==> config.mk <==
export PLATFORM = sky130hd
export DESIGN_NAME = axi_wr_slave_ctrl
export DESIGN_NICKNAME = d
export VERILOG_FILES = /design/src/rtl/axi_pkg.sv /design/src/rtl/axi_burst_addr_gen.sv /design/src/rtl/axi_wr_slave_ctrl.sv
export SDC_FILE = /design/constraint.sdc
export NUM_CORES = 1
export LEC_CHECK = 0
export CAP_MARGIN = 25
export CELL_PAD_IN_SITES_DETAIL_PLACEMENT = 1
export CELL_PAD_IN_SITES_GLOBAL_PLACEMENT = 1
export CORE_MARGIN = 10
export CORE_UTILIZATION = 30
export DETAILED_ROUTE_END_ITERATION = 12
export PLACE_DENSITY_LB_ADDON = 0.1
export REMOVE_ABC_BUFFERS = 1
export SLEW_MARGIN = 25
export SYNTH_ARGS = -nofsm -noshare
export SYNTH_HDL_FRONTEND = slang
export SYNTH_SLANG_ARGS = --single-unit
==> constraint.sdc <==
create_clock -name i_clk -period 5.5 [get_ports i_clk]
set_input_delay 1.375 -clock i_clk [delete_from_list [all_inputs] [get_ports i_clk]]
set_output_delay 1.375 -clock i_clk [all_outputs]
set_load 0.05 [all_outputs]
==> src/rtl/axi_pkg.sv <==
// Shared AXI write/read-side types: burst encodings, response codes and controller states.
package axi_pkg;

  typedef enum logic [1:0] {
    FIXED = 2'b00,
    INCR  = 2'b01,
    WRAP  = 2'b10
  } burst_e;

  typedef enum logic [1:0] {
    IDLE = 2'b00,
    DATA = 2'b01,
    RESP = 2'b10
  } wr_state_e;

  localparam logic [1:0] OKAY   = 2'b00;
  localparam logic [1:0] SLVERR = 2'b10;

  function automatic logic [11:0] beat_bytes(input logic [2:0] size);
    return 12'd1 << size;
  endfunction

  // WRAP bursts are only legal at 2, 4, 8 or 16 beats
  function automatic logic wrap_len_ok(input logic [3:0] len);
    return (len == 4'd1) || (len == 4'd3) || (len == 4'd7) || (len == 4'd15);
  endfunction

endpackage

==> src/rtl/axi_burst_addr_gen.sv <==
// Combinational beat-address stepper for FIXED/INCR/WRAP bursts.
module axi_burst_addr_gen
  import axi_pkg::*;
#(
  parameter int ADDR_W = 32
) (
  input  logic [ADDR_W-1:0] i_addr,
  input  logic [2:0]        i_size,
  input  logic [3:0]        i_len,
  input  logic [1:0]        i_burst,
  output logic [ADDR_W-1:0] o_next_addr,
  output logic [ADDR_W-1:0] o_wrap_boundary
);

  logic [ADDR_W-1:0] w_bytes;
  logic [ADDR_W-1:0] w_mask;
  logic [ADDR_W-1:0] w_incr;

  always_comb begin
    w_bytes         = ADDR_W'(beat_bytes(i_size));
    // total burst bytes minus one; a valid mask only for legal WRAP lengths
    w_mask          = (w_bytes * ADDR_W'({1'b0, i_len} + 5'd1)) - ADDR_W'(1);
    w_incr          = i_addr + w_bytes;
    o_next_addr     = i_addr;
    o_wrap_boundary = '0;
    case (i_burst)
      INCR: o_next_addr = w_incr;
      WRAP: begin
        o_wrap_boundary = i_addr & ~w_mask;
        o_next_addr     = o_wrap_boundary | (w_incr & w_mask);
      end
      default: o_next_addr = i_addr;
    endcase
  end

endmodule

==> src/rtl/axi_wr_slave_ctrl.sv <==
// AXI3 write-side slave: one burst at a time, per-beat memory write port, one B response per burst.
//   state | meaning
//   IDLE  | awready high, waiting for a burst request
//   DATA  | wready high, one memory beat per W handshake until len+1 beats
//   RESP  | bvalid high, bid/bresp held until bready
module axi_wr_slave_ctrl
  import axi_pkg::*;
#(
  parameter int ADDR_W    = 32,
  parameter int DATA_W    = 32,
  parameter int ID_W      = 4,
  parameter int MEM_BYTES = 512
) (
  input  logic              i_clk,
  input  logic              i_reset,
  input  logic              i_awvalid,
  output logic              o_awready,
  input  logic [ID_W-1:0]   i_awid,
  input  logic [3:0]        i_awlen,
  input  logic [2:0]        i_awsize,
  input  logic [ADDR_W-1:0] i_awaddr,
  input  logic [1:0]        i_awburst,
  input  logic              i_wvalid,
  output logic              o_wready,
  input  logic [ID_W-1:0]   i_wid,
  input  logic [DATA_W-1:0] i_wdata,
  input  logic [3:0]        i_wstrb,
  input  logic              i_wlast,
  output logic              o_bvalid,
  input  logic              i_bready,
  output logic [ID_W-1:0]   o_bid,
  output logic [1:0]        o_bresp,
  output logic              o_mem_we,
  output logic [ADDR_W-1:0] o_mem_addr,
  output logic [DATA_W-1:0] o_mem_wdata,
  output logic [3:0]        o_mem_wstrb,
  output logic [ADDR_W-1:0] o_addr_wrapwr
);

  wr_state_e         r_state;
  wr_state_e         w_state_nxt;
  logic [ID_W-1:0]   r_id;
  logic [3:0]        r_len;
  logic [3:0]        r_cnt;
  logic [2:0]        r_size;
  logic [1:0]        r_burst;
  logic [ADDR_W-1:0] r_addr;
  logic              r_burst_err;
  logic              r_err;

  logic              w_aw_hs;
  logic              w_beat;
  logic              w_last;
  logic              w_aw_err;
  logic              w_beat_err;
  logic [ADDR_W:0]   w_beat_end;
  logic [ADDR_W-1:0] w_next_addr;
  logic [ADDR_W-1:0] w_wrap_bound;

  axi_burst_addr_gen #(.ADDR_W(ADDR_W)) u_addr_gen (
    .i_addr          (r_addr),
    .i_size          (r_size),
    .i_len           (r_len),
    .i_burst         (r_burst),
    .o_next_addr     (w_next_addr),
    .o_wrap_boundary (w_wrap_bound)
  );

  assign w_aw_hs    = i_awvalid && o_awready;
  assign w_beat     = i_wvalid && o_wready;
  assign w_last     = (r_cnt == r_len);
  assign w_aw_err   = (i_awsize > 3'd2) || (i_awburst == 2'b11) ||
                      ((i_awburst == WRAP) && !wrap_len_ok(i_awlen));
  // one extra bit so a beat ending exactly at the top of the address space cannot wrap to a small value
  assign w_beat_end = {1'b0, r_addr} + (ADDR_W+1)'(beat_bytes(r_size));
  assign w_beat_err = (w_beat_end > (ADDR_W+1)'(MEM_BYTES)) || (i_wid != r_id);

  always_ff @(posedge i_clk) begin
    if (i_reset) r_state <= IDLE;
    else         r_state <= w_state_nxt;
  end

  always_comb begin
    w_state_nxt = r_state;
    o_awready   = 1'b0;
    o_wready    = 1'b0;
    o_bvalid    = 1'b0;
    case (r_state)
      IDLE: begin
        o_awready = !i_reset;
        if (i_awvalid) w_state_nxt = DATA;
      end
      DATA: begin
        o_wready = 1'b1;
        if (i_wvalid && w_last) w_state_nxt = RESP;
      end
      RESP: begin
        o_bvalid = 1'b1;
        if (i_bready) w_state_nxt = IDLE;
      end
      default: w_state_nxt = IDLE;
    endcase
  end

  always_ff @(posedge i_clk) begin
    if (i_reset) begin
      r_id        <= '0;
      r_len       <= '0;
      r_cnt       <= '0;
      r_size      <= '0;
      r_burst     <= '0;
      r_addr      <= '0;
      r_burst_err <= 1'b0;
      r_err       <= 1'b0;
    end else if (w_aw_hs) begin
      r_id        <= i_awid;
      r_len       <= i_awlen;
      r_cnt       <= '0;
      r_size      <= i_awsize;
      r_burst     <= i_awburst;
      r_addr      <= i_awaddr;
      r_burst_err <= w_aw_err;
      r_err       <= w_aw_err;
    end else if (w_beat) begin
      r_cnt  <= r_cnt + 4'd1;
      r_addr <= w_next_addr;
      // the burst always ends on the beat count; a misplaced wlast only flags the response
      if (w_beat_err || (i_wlast != w_last)) r_err <= 1'b1;
    end
  end

  assign o_bid         = r_id;
  assign o_bresp       = ((r_state == RESP) && r_err) ? SLVERR : OKAY;
  assign o_mem_we      = w_beat && !r_burst_err && !w_beat_err;
  assign o_mem_addr    = r_addr;
  assign o_mem_wdata   = i_wdata;
  assign o_mem_wstrb   = i_wstrb;
  assign o_addr_wrapwr = (r_state != IDLE) ? w_wrap_bound : '0;

endmodule

Word level (Yosys, flattened, before mapping)
Cells that the tools add are included.
{ "totals": {"wordCells": 81, "out_inout_bits": 110, "inputBits": 91, "regBits": 53} }
{ "op_classes": {"muxes": 16, "n_shift": 1, "n_reduce_logical": 27, "order_cmp": 2, "mul": 1, "addsub": 5, "n_eq_ne": 16, "bitwise": 4} }
{ "op_table": {"columns": ["cell", "n"], "rows": [
  ["$mux 32", 4],
  ["$and 32x32->32", 2],
  ["$pmux 32 s2", 1],
  ["$add 32x12->33", 1],
  ["$gt 33x10->1 const B", 1],
  ["$add 32x12->32", 1],
  ["$mul 12x32->32", 1],
  ["$not 32->32", 1],
  ["$or 32x32->32", 1],
  ["$sub 32x1->32 const B", 1],
  ["$shl 1x3->12 const A", 1],
  ["$eq 2x2->1 const B", 4],
  ["$mux 2", 4],
  ["$logic_and 1x1->1", 7],
  ["$logic_or 1x1->1", 7],
  ["$mux 1", 6],
  ["$ne 2x2->1 const B", 3],
  ["$pmux 2 s3", 1],
  ["$reduce_bool 2->1", 3],
  ["$add 4x1->5 const B", 1],
  ["$add 4x1->4 const B", 1],
  ["$eq 2x1->1 const B", 2],
  ["$eq 4x1->1 const B", 1],
  ["$eq 4x2->1 const B", 1],
  ["12 further kinds", 16]
]} }

Logic depth before layout (Yosys ltp)
{ "logic_depth": {"depth_word": 9, "ltp_mapped": 20, "mapped_depth_nobuf": 18} }

Hierarchy
Synthesis repeated with hierarchy kept, for this count alone.
{ "unflattened": {"hier_cells": 992, "hier_area_um2": 7173.1} }
{ "modules_own_cells": {"columns": ["mod", "seq_area_each_um2", "cells_per_inst", "area_per_inst_um2", "instances"], "rows": [
  ["axi_wr_slave_ctrl", 1061.0, 494, 3707.3, 1],
  ["axi_burst_addr_gen", 0.0, 498, 3465.8, 1]
]} }

Worst setup path after synthesis
No wires, ideal clock.
{ "synth_path": {"kind": "register -> output", "from": "reg r_size[2]", "to": "out o_addr_wrapwr[7]", "path_stages_with_launch": 16, "arrival_time_ns": 5.184, "path_buffers": 1, "t_required_ns": 4.125, "slack_ns": -1.059, "path_cell_list": "dfxtp_1 -> clkbuf_1 -> or3b_2 -> inv_1 -> and2_1 -> fa_1 -> fa_1 -> inv_1 -> fa_1 -> inv_1 -> ha_1 -> o21ai_0 -> o21bai_1 -> a21oi_1 -> xnor2_1 -> nor4b_1"} }
{ "synth_between": {"elab_chain_cells": 7} }
{ "synth_lines": {"columns": ["item", "line_no", "rtl"], "rows": [
  ["start, declared", "axi_wr_slave_ctrl.sv:45", "logic [2:0] r_size;"],
  ["start signal, assigned", "axi_wr_slave_ctrl.sv:119", "r_size <= i_awsize;"],
  ["$shl 1x3->12", "axi_pkg.sv:20", "return 12'd1 << size;"],
  ["$mul 12x32->32", "axi_burst_addr_gen.sv:22", "w_mask = (w_bytes * ADDR_W'({1'b0, i_len} + 5'd1)) - ADDR_W'(1);"],
  ["$sub 32x1->32", "axi_burst_addr_gen.sv:22", null],
  ["$not 32->32", "axi_burst_addr_gen.sv:29", "o_wrap_boundary = i_addr & ~w_mask;"],
  ["$and 32x32->32", "axi_burst_addr_gen.sv:29", null],
  ["$mux 32", "axi_burst_addr_gen.sv:26", "case (i_burst)"],
  ["$mux 32", "axi_wr_slave_ctrl.sv:138", "assign o_addr_wrapwr = (r_state != IDLE) ? w_wrap_bound : '0;"],
  ["end, declared", "axi_wr_slave_ctrl.sv:37", "output logic [ADDR_W-1:0] o_addr_wrapwr"]
]} }
Every way passes these cells.

Worst setup path in the final report
{ "layout_path": {"from": "reg r_size[2]", "to": "out o_addr_wrapwr[17]"} }
Same word-level chain as after synthesis.

==> impl_results.md <==
- Post-synth EDFFs: 0
- Slowest stage cell, crit path: fa_1
- Via density: 5.148
- Async S/R FF share, synth: 0
- FP Rows: 51
- Io pins: 201
- Hold Crit Class: flop to flop
- Worst skew pair latency: 0.31 ns
- Status: finished with violations
- Area occupied by multi-input gates: 4702 um2
- Count of final hold-check violations: 0
- All-Layer GR Usage: 0.1900
- Initial Utilization: 0.3039
- Routed wire length: 25750 um
- Crit-path most repeated cell: fa_1
- Fin nets: 1109
- Post-DP Area: 7901 um2
- Peak VDD IR: 0.0001371 V
- Final Instance Area: 8929 um2
- CP max FO: 5
- Unrepaired setup endpoints after global routing: yes
- Crit start category: flop
- Number of max-cap violations: 0
- H-tree levels: 2
- Slowest Stage Delay on Critical Path: 0.51 ns
- Ys flop type: dfxtp_1
- CP required: 4.12 ns
- Detailed Place HPWL: 19750 um
- Fillcell total: 2331
- Endpoints failing setup: 25
- CP Cell Sequence: or3b_4, inv_2, and2_4, fa_1, fa_1, inv_1, fa_1, inv_2, ha_4, buf_6, o21ai_4, o21a_2, o31ai_4, o41ai_4, a21oi_2, buf_6, and2_4, buf_12
- Unique masters post-synth: 71
- Via count: 6291
- Number of global-route vias before repair: 6888
- Mapped Cells: 784
- Synth warnings: 0
- Clock sink total: 53
- WP data arrival: 4.65 ns
- Final Skew: 0.006008 ns
- Register area share after synthesis: 0.1800
- Tmin final: 6.021 ns
- Violations in the final reports: setup timing
- Pins Over Slew Limit: 0
- FF+latch area: 1076 um2
- Tcrit/Tclk final: 1.095
- P per Cell Area: 214.1 nW/um2
- Die Ht: 160.2 um
- Ratio of cells with drive above 1 in the final layout: 0.2929
- F_max: 0.1661 GHz
- Initial antenna violation count: 0
- Synth Register Bits: 53
- Mapped Avg Cell Area: 7.520 um2
- Layout area overhead: 51.44%
- Routed Antenna Nets: 0
- GP Congestion: 0.8684
- Port bufs: 127
- Starting DRC count in detailed routing: 269
- Cts hold-fix bufs: 0
- First-pass iteration count of the detailed router: 4
- Grt ovf: 0
- P_leak: 0.003640 uW
- Die ar.: 25660 um2
- Largest net degree at the start of global routing: 54
- Wirelength per Cell: 21.07 um
- Critical path buffers and inverters: 6
- Final Util: 0.4603
- Area of the mapped netlist: 5896 um2
- Crit path capture type: output pin
- R2r setup slk: 0.31 ns
- Clock Tree Buf Depth: 2
- Max transition margin: 0.3968
- CP Class: flop to output pin
- Root Buffer: clkbuf_16
- Worst setup margin: -0.5207 ns
- # DRC: 0
- Least-Margin Pin Slew: 0.8966 ns
- First-pass GRT wire length: 39500 um
- Reg clk slew, reported paths: 0.08 ns
- Top Family by Delay on Critical Path: adder cells
- TritonCTS clock tree: done
- Core area: 19400 um2
- Die Width: 160.2 um
- Total CTS buffers: 5
## synth_stat cells (22+ instances only)
cell / instances / area share
and2_1: 34 / 0.036
dfxtp_1: 53 / 0.18
fa_1: 22 / 0.075
nor2_1: 70 / 0.045
ha_1: 41 / 0.087
a21oi_1: 52 / 0.044
inv_1: 65 / 0.041
xnor2_1: 22 / 0.033
xor2_1: 26 / 0.039
buf_4: 39 / 0.050
nor3_1: 30 / 0.025
o21ai_0: 26 / 0.022
clkbuf_1: 32 / 0.020
a211oi_1: 28 / 0.036
nand2_1: 70 / 0.045
## kinds of logic (layout without fill, tap and decap cells)
group | after synthesis | count (layout) | share of synthesized area
xor gates and xnor gates | 48 | 48 | 0.07131
adders and majority gates | 63 | 63 | 0.1617
buffers and inverters | 143 | 315 | 0.1191
AOI/OAI and AO/OA | 168 | 168 | 0.1931
other | 1 | 2 | 0.0006361
DFF | 53 | 53 | 0.1800
and+or+nand+nor | 299 | 299 | 0.2585
muxes | 9 | 9 | 0.01570
## layer usage
layer / vias up / global-route usage / part of all wire
li1: 3002 / - / -
met1: 3120 / 0.2377 / 0.44
met2: 154 / 0.3156 / 0.48
met3: 13 / 0.05784 / 0.069
met4: 2 / 0.03422 / 0.0065
met5: - / 0.01578 / 0.00089
## metrics by stage
| step | hold WS [ns] | worst slack [ns] | total power, uW | instances | TNS (ns) |
|---|---|---|---|---|---|
| 2_1_floorplan | 0.4333 | -1.091 | 915.0 | 706 | -12.68 |
| 3_3_place_gp | 0.4407 | -0.5954 | 1311 | 1185 | -10.80 |
| 3_5_place_dp | 0.4832 | -0.6418 | 1326 | 1185 | -12.23 |
| 4_1_cts | 0.4985 | -0.5656 | 1834 | 1210 | -11.98 |
| 5_1_grt | 0.5239 | -0.6913 | 2020 | 1221 | -15.37 |
| 6_report | 0.4916 | -0.5207 | 1911 | 1222 | -10.93 |
## repair_timing
action / CTS / global route
endpoints found under the setup margin: 29 / 37
cloned: 1 / 0
gates resized for setup: 104 / 57
endpoints found under the hold margin: 0 / 0
pin swaps: 39 / 24
buffers inserted: 17 / 12
## layout make-up
cell class / instances / share of cell area
Clock inverter: 3 / 0.003223
Clock buffer: 5 / 0.01401
Sequential cell: 53 / 0.1205
Multi-Input combinational cell: 588 / 0.5266
Inverter: 65 / 0.02733
Tap cell: 265 / 0.03714
Antenna cell: 1 / 0.0002803
Timing Repair Buffer: 242 / 0.2709
## placed cells by master (no fill, tap or decap), types with 25 or more instances in the layout
cell type / n
buf_4: 103
clkdlybuf4s50_1: 95
nand2_1: 69
nor2_1: 59
inv_1: 57
dfxtp_1: 47
a21oi_1: 45
ha_1: 31
a211oi_1: 26
nor3_1: 25
## worst paths after layout
| path | start | to | cells after the start |
|---|---|---|---|
| worst min-delay path | r_burst_err | r_burst_err | 1 |
| worst min register to register | r_burst_err | r_burst_err | 1 |
| worst max-delay path | r_size[2] | o_addr_wrapwr[17] | 18 |
| worst max register to register | r_size[2] | flop | 21 |
## power by group
part | total, uW | internal, uW | switching (uW)
registers | 475 | 415 | 60.8
logic | 1080 | 517 | 562
clock network | 357 | 176 | 181
total | 1910 | 1110 | 804
Power figures use the tool's default switching activity.
